**src/rtl/sc_et_sequencer.sv**
```systemverilog
// Stochastic-computing evaluation sequencer with early termination.
// Latches a job's operands onto the prb generator, waits one cycle for
// k_init to settle, steps the SC sequence index for the resulting run
// length while counting 1s of the SC output bit, then returns the count.
module sc_et_sequencer #(
    parameter int unsigned W = 6,
    parameter int unsigned N = 2
) (
    input  logic                clk,
    input  logic                rst_n,
    input  logic                in_valid,
    output logic                in_ready,
    input  logic [N-1:0][W-1:0] bx_in,
    output logic [N-1:0][W-1:0] bxs_q,
    input  logic [W-1:0]        k_init,
    output logic [W-1:0]        seq_idx,
    output logic                sc_en,
    input  logic                sc_bit,
    input  logic                abort,
    output logic                res_valid,
    input  logic                res_ready,
    output logic [W:0]          res_count,
    output logic [W:0]          res_len,
    output logic                res_et
);

    localparam logic [W:0]   FULL_LEN = {1'b1, {W{1'b0}}};
    localparam logic [W:0]   LEN_ONE  = {{W{1'b0}}, 1'b1};
    localparam logic [W-1:0] SEQ_ONE  = {{(W-1){1'b0}}, 1'b1};

    typedef enum logic [1:0] {
        IDLE,
        SETTLE,
        RUN,
        DONE
    } state_t;

    state_t               r_state;
    logic                 r_in_ready;
    logic                 r_sc_en;
    logic                 r_res_valid;
    logic [N-1:0][W-1:0]  r_bxs;
    logic [W-1:0]         r_seq;
    logic [W:0]           r_count;
    logic [W:0]           r_len_tgt;
    logic [W:0]           r_res_count;
    logic [W:0]           r_res_len;
    logic                 r_res_et;

    logic [W:0]           w_last_idx;
    logic                 w_last;
    logic [W:0]           w_count_nxt;

    // Last-cycle detection and running count including this cycle's bit
    always_comb begin
        w_last_idx  = r_len_tgt - LEN_ONE;
        w_last      = ({1'b0, r_seq} == w_last_idx);
        w_count_nxt = r_count + {{W{1'b0}}, sc_bit};
    end

    // Sequencer FSM with registered handshake and enable outputs
    always_ff @(posedge clk or negedge rst_n) begin
        if (!rst_n) begin
            r_state     <= IDLE;
            r_in_ready  <= 1'b1;
            r_sc_en     <= 1'b0;
            r_res_valid <= 1'b0;
            r_bxs       <= '0;
            r_seq       <= '0;
            r_count     <= '0;
            r_len_tgt   <= '0;
            r_res_count <= '0;
            r_res_len   <= '0;
            r_res_et    <= 1'b0;
        end else begin
            case (r_state)
                IDLE: begin
                    if (in_valid) begin
                        r_bxs      <= bx_in;
                        r_count    <= '0;
                        r_seq      <= '0;
                        r_in_ready <= 1'b0;
                        r_state    <= SETTLE;
                    end
                end
                SETTLE: begin
                    if (abort) begin
                        r_count    <= '0;
                        r_seq      <= '0;
                        r_in_ready <= 1'b1;
                        r_state    <= IDLE;
                    end else begin
                        r_len_tgt <= (k_init == '0) ? FULL_LEN : {1'b0, k_init};
                        r_sc_en   <= 1'b1;
                        r_state   <= RUN;
                    end
                end
                RUN: begin
                    if (abort) begin
                        r_count    <= '0;
                        r_seq      <= '0;
                        r_sc_en    <= 1'b0;
                        r_in_ready <= 1'b1;
                        r_state    <= IDLE;
                    end else begin
                        r_count <= w_count_nxt;
                        // index also advances on the last cycle, so a full run wraps to 0
                        r_seq   <= r_seq + SEQ_ONE;
                        if (w_last) begin
                            r_res_count <= w_count_nxt;
                            r_res_len   <= r_len_tgt;
                            r_res_et    <= (r_len_tgt != FULL_LEN);
                            r_res_valid <= 1'b1;
                            r_sc_en     <= 1'b0;
                            r_state     <= DONE;
                        end
                    end
                end
                DONE: begin
                    if (res_ready) begin
                        r_res_valid <= 1'b0;
                        r_in_ready  <= 1'b1;
                        r_state     <= IDLE;
                    end
                end
                default: begin
                    r_state    <= IDLE;
                    r_in_ready <= 1'b1;
                    r_sc_en    <= 1'b0;
                end
            endcase
        end
    end

    assign in_ready  = r_in_ready;
    assign sc_en     = r_sc_en;
    assign res_valid = r_res_valid;
    assign bxs_q     = r_bxs;
    assign seq_idx   = r_seq;
    assign res_count = r_res_count;
    assign res_len   = r_res_len;
    assign res_et    = r_res_et;

endmodule

```
**config.mk**
```make
export PLATFORM = sky130hd
export DESIGN_NAME = sc_et_sequencer
export DESIGN_NICKNAME = d
export VERILOG_FILES = /design/src/rtl/sc_et_sequencer.sv
export SDC_FILE = /design/constraint.sdc
export NUM_CORES = 1
export LEC_CHECK = 0
export ABC_CLOCK_PERIOD_IN_PS = 7150
export CORE_MARGIN = 2
export CORE_UTILIZATION = 30
export DETAILED_ROUTE_END_ITERATION = 10
export GPL_TIMING_DRIVEN = 0
export SYNTH_ARGS = -nofsm -noshare
export SYNTH_HDL_FRONTEND = slang
export SYNTH_SLANG_ARGS = --single-unit
export TNS_END_PERCENT = 10
```
**constraint.sdc**
```tcl
create_clock -name clk -period 7.15 [get_ports clk]
set_input_delay 0.715 -clock clk [delete_from_list [all_inputs] [get_ports clk]]
set_output_delay 0.715 -clock clk [all_outputs]
set_load 0.1 [all_outputs]
```
# Word-level counts from Yosys, hierarchy flattened
# Cells that the tools add are included.
totals:
  input_bits: 24
  ff_bits: 52
  elab_cells: 70
  out_inout_bits: 36
op_classes:
  add_sub_neg: 3
  bitwise: 1
  n_eq_ne: 13
  muxes: 27
  n_reduce_logical: 14
op_table:
  columns: ["op", "count"]
  rows:
  - ["$mux 7", 4]
  - ["$pmux 7 s3", 1]
  - ["$mux 6", 3]
  - ["$pmux 6 s3", 1]
  - ["$reduce_and 3->1", 5]
  - ["$ne 2x2->1 const B", 6]
  - ["$mux 2", 5]
  - ["$mux 1", 9]
  - ["$pmux 2 s4", 1]
  - ["$add 7x1->7", 1]
  - ["$eq 6x7->1", 1]
  - ["$ne 7x7->1 const B", 1]
  - ["$sub 7x1->7 const B", 1]
  - ["$add 6x1->6 const B", 1]
  - ["$logic_not 6->1", 1]
  - ["$eq 2x2->1 const B", 2]
  - ["$pmux 1 s2", 2]
  - ["$reduce_and 2->1", 2]
  - ["$reduce_and 4->1", 1]
  - ["$reduce_bool 2->1", 2]
  - ["$ne 3x3->1 const B", 1]
  - ["$pmux 1 s3", 1]
  - ["$reduce_bool 3->1", 1]
  - ["$eq 2x1->1 const B", 1]
  - ["other kinds (4)", 4]

# Logic depth before layout (Yosys ltp)
# Gate-level depths: netlist of the first run.
depth:
  depth_word: 5
  mapped_depth: 9
  depth_no_buf: 7

# Worst setup path after synthesis of the first run
# Ideal clock, no wire load.
synth_timing:
  kind: "register to register"
  from: "register r_seq[4], in the netlist seq_idx[4]"
  to: "register r_res_count[0], in the netlist res_count[0]"
  synth_period_minus_slack_ps: 2615
  required_ps: 7025
  stages_incl_launch_ff: 7
  setup_time_ps: 125
  n_path_buf: 1
  t_arrival_ps: 2489
  path_slack_ps: 4535
  cell_sequence: "dfrtp_1 -> xor2_1 -> a211oi_1 -> nand4_1 -> nor2_2 -> buf_2 -> mux2_2"
synth_via:
  elab_chain_len: 2
synth_rtl:
  columns: ["item", "line_no", "rtl"]
  rows:
  - ["start, declared", "43", "logic [W-1:0] r_seq;"]
  - ["start signal, assigned", "108", "r_seq <= r_seq + SEQ_ONE;"]
  - ["$eq 6x7->1", "57", "w_last = ({1'b0, r_seq} == w_last_idx);"]
  - ["$reduce_and 3->1 (no line)", null, null]
  - ["end signal, assigned", "110", "r_res_count <= w_count_nxt;"]
  - ["end, declared", "46", "logic [W:0] r_res_count;"]
# No other way between the ends.
# A chain may end at the register's enable or synchronous reset.

# Final worst setup path of the first run
layout_timing:
  from: "input port abort"
  to: "register r_res_count[2], in the netlist res_count[2]"
layout_via:
  elab_chain_len: 2
layout_rtl:
  columns: ["item", "line_no", "rtl"]
  rows:
  - ["start, declared", "19", "input logic abort,"]
  - ["$not 1->1 (no line)", null, null]
  - ["$reduce_and 3->1 (no line)", null, null]
# No other way between the ends.

==> impl_metrics.yaml, run 1 <==
hold_path:
  worstHoldPathType: "input pin to async pin"
power:
  leakage_nw: 1.46
  vdd_drop_max_v: 0.000158
  cellPowerDensity_nw_per_um2: 410
  fin_total_pwr_mw: 1.38
placement:
  dpl_cell_area_sq_um: 3280
  post-place-ws_ns: 3.86
  dp_hpwl_microns: 4040
  numPortBuffers: 59
  place_congestion: 0.831
global_routing:
  grt_max_degree: 37
  overflow: 0
  antenna_found_initial: 0
  track_usage: 0.124
  first_global_vias: 1852
  grt_pass1_wl_microns: 9040
logic_synthesis:
  synth_nets: 260
  ys_ff_latch: 52
  synth.area.mux_share: 0.141
  synth_seq_area_share: 0.513
  syn_area_sq_um: 2540
  synthesis.instances: 227
  synth_top_family_by_area: "multiplexers"
  syn_area_per_cell_sq_um: 11.2
  synth_xor_area_frac: 0.0414
  synth-compound-area-share: 0.107
  synth-adder-area-share: 0.0443
  yosys.area_share.simple: 0.129
  synth_cell_types: 41
  ys.warnings.count: 0
critical_path:
  worst_ep_required_time_ns: 7.34
  critical_path_class: "input pin to flop"
  end_kind: "flop"
  crit_path_start_kind: "input pin"
  worstPathMaxFanout: 10
  cp.arrival_ns: 3.14
timing:
  worstMarginPinSlew_ns: 0.980
  timing.slew.headroom: 0.345
  post-route-period-util: 0.412
  min_period_ns: 2.94
  slew_viol_final: 0
  setup_slack_ns: 4.21
  setup_viol: 0
  final.setup.tns_ns: 0
  rsz0062_at_grt: "false"
  hold_viol: 0
  finalClockSkew_ns: 0.00751
  max_freq_mhz: 340
layout:
  nets: 327
  fin_area_sq_um: 3370
  layout.cells.most_common_list: "clkdlybuf4s50_1 (58), dfrtp_1 (51), mux2_2 (31)"
  layout.cells.most_common: "clkdlybuf4s50_1"
  area_growth_pct: 32.8
  diodes: 0
  drive_gt1_frac: 0.173
  final_util: 0.411
floorplan:
  ios: 60
  coreArea_sq_um: 8220
  num_rows: 33
  die_w_microns: 96.0
  initial_core_util: 0.309
  fp.dieArea_sq_um: 9220
  die_h_microns: 96.0
clock_network:
  cts_setup_buffers: 0
  cts_hold_buf: 0
  cts_buffers: 5
  clk_pin_slew_worst_paths_ns: 0.10
  cts_tree: "done"
  clk_path_buf_depth: 2
  cts_resized: 0
  clkLatencyLatePin_ns: 0.30
  cts_sinks: 52
  h-tree-depth: 2
  cts_root_buf: "clkbuf_8"
detailed_routing:
  viasPerCell: 4.81
  wire_per_inst_microns: 13.7
  num_vias: 1922
  ant_nets: 0
  initialDrtViolationCount: 56
  drt_pass1_iterations: 4
  routed_wl_microns: 5470
  drc: 0
outcome:
  status: "complete, no violations"
flow_run:
  maxCapViolCount: 0
## routing by layer
metal,vias to the layer above,part of all wire,global-route usage
met3,5,0.062,0.0305
met1,927,0.48,0.171
met5,-,0,0
li1,930,-,-
met4,0,0.0064,0.0321
met2,60,0.45,0.195
## synth_stat cells
library cell	instances	area, sq um
nor2_2	1	6.26
nand4_1	2	12.5
or2_2	2	12.5
nand3_1	5	25.0
a211oi_1	1	7.51
nand2_1	24	90.1
ha_1	9	113
or3_4	1	11.3
dfstp_2	1	26.3
xor2_1	6	52.6
or4b_4	1	13.8
a21oi_1	2	10.0
inv_1	9	33.8
or4_1	1	7.51
nand3b_1	1	7.51
xnor2_1	6	52.6
o31ai_1	3	22.5
and3_1	1	6.26
mux2_2	31	349
o311ai_2	1	16.3
or3_1	1	6.26
dfrtp_1	51	1280
o21ai_0	23	115
o31a_1	2	17.5
nor2b_1	3	18.8
a221oi_1	1	8.76
nor3_1	4	20.0
nand2b_1	2	12.5
a31o_2	1	8.76
nand4bb_1	1	11.3
a221o_1	1	10.0
nor2_1	11	41.3
a31oi_1	2	12.5
and2_1	3	18.8
buf_2	1	5.00
mux2i_1	1	10.0
a21boi_0	1	7.51
o31ai_4	1	21.3
clkbuf_1	6	22.5
a21o_1	2	15.0
nor4_1	1	6.26
## logic make-up after synthesis
| logic type | after synthesis |
|---|---|
| and+or+nand+nor | 65 |
| DFF | 52 |
| AOI/OAI and AO/OA | 41 |
| muxes | 32 |
| buffers and inverters | 16 |
| xor gates and xnor gates | 12 |
| adders and majority gates | 9 |
## power breakdown
group	leakage, nW	internal [mW]	total [mW]	switching, mW
sequential	0.674	0.369	0.432	0.0629
combinational	0.733	0.229	0.770	0.542
clock	0.0516	0.0794	0.180	0.100
## through the flow
stage / hold WS (ns) / instances
after floorplan: 0.419 / 227
final: 0.334 / 400
after CTS: 0.339 / 400
after global placement: 0.456 / 391
after global routing: 0.348 / 400
after detailed placement: 0.459 / 392
## final timing paths
path / cells after the start / slack, ns / to / from
worst max-delay path: 8 / 4.21 / res_count[2]$_DFFE_PN0P_ / abort
worst min-delay path: 1 / 0.33 / bxs_q[1]$_DFFE_PN0P_ / rst_n
worst max register to register: 9 / 4.27 / res_count[2]$_DFFE_PN0P_ / r_state[0]$_DFFE_PN0P_
worst min register to register: 2 / 0.47 / in_ready$_DFFE_PN1P_ / in_ready$_DFFE_PN1P_
max in group asynchronous: 2 / 6.28 / r_state[1]$_DFFE_PN0P_ / rst_n
min in group clk: 2 / 0.47 / in_ready$_DFFE_PN1P_ / in_ready$_DFFE_PN1P_
## flip-flops by register name, summed over array words and instances, names as in the netlist
name,count
r_state,2
r_len_tgt,7
res_valid,1
r_count,7
in_ready,1
sc_en,1
res_et,1
res_count,7
bxs_q,12
seq_idx,6
res_len,7
## final cells by class
class	count	area (sq um)
fill	803	4840
sequential	52	1300
multi-input combinational	159	1180
timing repair buffer	60	606
tap	105	131
clock buffer	6	82.6
inverter	9	33.8
buffer	7	27.5
clock inverter	2	13.8
## worst max-delay path, stage by stage
cell and delay [ns]:
clkdlybuf4s50_1 0.46, nor2b_1 0.13, clkbuf_1 0.38, o31a_1 0.21, nand4_1 0.19, nor2_2 0.33
buf_2 0.34, mux2_2 0.37
(Power assumes the default switching activity.)
==> inputs of run 2 (changes only) <==
ABC_CLOCK_PERIOD_IN_PS = 2600   (was 7150)
clock period = 2.6 ns   (was 7.15 ns; I/O delays follow)
==> impl_metrics.yaml, run 2 (synthesis gave the netlist of run 1 again) <==
outcome:
  status: "complete, no violations"
layout:
  fillers: 797
  fin_area_sq_um: 3420
  layout.cells.most_common_list: "clkdlybuf4s50_1 (58), dfrtp_1 (48), mux2_2 (31)"
  diodes: 0
  drive_gt1_frac: 0.190
  nets: 332
  layout.cells.most_common: "clkdlybuf4s50_1"
  stdcell_count: 405
  area_growth_pct: 34.4
  largest_reg_flops: 12
detailed_routing:
  initialDrtViolationCount: 66
  drc: 0
  routed_wl_microns: 5460
  drt_pass1_iterations: 4
  wire_per_inst_microns: 13.5
  viasPerCell: 4.77
  num_vias: 1933
  ant_nets: 0
timing:
  setup_viol: 0
  worstMarginPinSlew_ns: 0.986
  slew_viol_final: 0
  min_period_ns: 2.43
  max_freq_mhz: 412
  rsz0062_at_grt: "false"
  finalClockSkew_ns: 0.00600
  post-route-period-util: 0.934
  hold_viol: 0
  timing.slew.headroom: 0.341
placement:
  dp.cells: 392
  dp_hpwl_microns: 3970
  dpl_cell_area_sq_um: 3280
  place_congestion: 0.788
  numPortBuffers: 59
critical_path:
  cp.arrival_ns: 2.61
  critical_path_class: "flop to flop"
  max_stage_delay_ns: 0.60
  critPathTopFamily: "compound AO/OA/AOI/OAI gates"
  slowest_stage: "or4b_4"
  end_kind: "flop"
  reg2reg_from: "r_len_tgt[0]$_DFFE_PN0P_"
  worst_ep_required_time_ns: 2.79
  critPathBufInv: 1
  worstPathMaxFanout: 6
  startpoint: "r_len_tgt[0]$_DFFE_PN0P_"
  crit_path_cell_trace: "inv_1, ha_1, nand2b_1, a21boi_0, o311ai_2, or4b_4, a221o_1"
  crit_path_start_kind: "flop"
global_routing:
  grt_max_degree: 37
  grt_pass1_wl_microns: 8950
  first_global_vias: 1870
  track_usage: 0.125
  antenna_found_initial: 0
  overflow: 0
flow_run:
  maxCapViolCount: 0
floorplan:
  coreArea_sq_um: 8220
  ios: 60
  num_rows: 33
  initial_core_util: 0.309
  die_h_microns: 96.0
  fp.dieArea_sq_um: 9220
  die_w_microns: 96.0
clock_network:
  clkLatencyLatePin_ns: 0.30
  h-tree-depth: 2
  clk_pin_slew_worst_paths_ns: 0.09
  cts_root_buf: "clkbuf_8"
  cts_tree: "done"
  cts_buffers: 5
  clk_path_buf_depth: 2
  cts_sinks: 52
hold_path:
  worstHoldPathType: "input pin to async pin"
power:
  leakage_nw: 1.47
  cellPowerDensity_nw_per_um2: 1100
  vdd_drop_max_v: 0.000511
## run 2: metal layers
| metal | GRT usage | up-vias | share of wire |
|---|---|---|---|
| met5 | 0 | - | 0 |
| met4 | 0.0298 | 0 | 0.0095 |
| met3 | 0.0258 | 6 | 0.048 |
| met2 | 0.207 | 45 | 0.45 |
| met1 | 0.167 | 942 | 0.49 |
| li1 | - | 940 | - |
## run 2: where the power goes
| part | total (mW) | switching [mW] | leakage, nW | internal, mW |
|---|---|---|---|---|
| clock network | 0.456 | 0.263 | 0.0424 | 0.193 |
| registers | 1.19 | 0.168 | 0.670 | 1.02 |
| logic | 2.13 | 1.50 | 0.761 | 0.631 |
| total | 3.77 | 1.93 | 1.47 | 1.84 |
## run 2: final timing paths
| path | slack, ns | cells after the start | endpoint |
|---|---|---|---|
| hold reg to reg | 0.48 | 2 | in_ready$_DFFE_PN1P_ |
| min in group clk | 0.48 | 2 | in_ready$_DFFE_PN1P_ |
| hold / removal | 0.42 | 2 | bxs_q[1]$_DFFE_PN0P_ |
| setup / recovery | 0.17 | 7 | r_state[1]$_DFFE_PN0P_ |
| setup reg to reg | 0.17 | 7 | r_state[1]$_DFFE_PN0P_ |
| max in group asynchronous | 1.63 | 3 | seq_idx[4]$_DFFE_PN0P_ |
## run 2: cell type report
type                    count  area [sq um]  share of cell area
inverters                   9          33.8             0.00989
clock inverters             1          8.76             0.00256
flip-flops and latches     52          1310               0.382
repair buffers             65           646               0.189
multi-input cells         159          1180               0.346
plain buffers               7          31.3             0.00916
clock buffers               7          76.3              0.0223
well taps                 105           131              0.0385
## run 2: per-stage QoR
stage | hold slack [ns] | TNS (ns) | power (mW) | setup WS (ns) | utilization
2_1_floorplan | -0.0356 | 0 | 2.83 | 0.0336 | -
3_3_place_gp | 0.457 | -25.42 | 3.32 | -0.650 | 0.397
3_5_place_dp | 0.234 | -2.99 | 3.34 | -0.306 | 0.399
4_1_cts | 0.428 | 0 | 3.82 | 0.0525 | 0.412
5_1_grt | 0.467 | 0 | 3.99 | 0.00454 | 0.416
6_report | 0.419 | 0 | 3.77 | 0.173 | 0.416
## run 2: timing repair
item | 4_1_cts | 5_1_grt
hold buffers | 1 | 0
hold endpoints to repair | 15 | 0
resized for setup | 4 | 2
setup buffers | 0 | 4
pin swaps | 1 | 1
setup endpoints to repair | 10 | 11
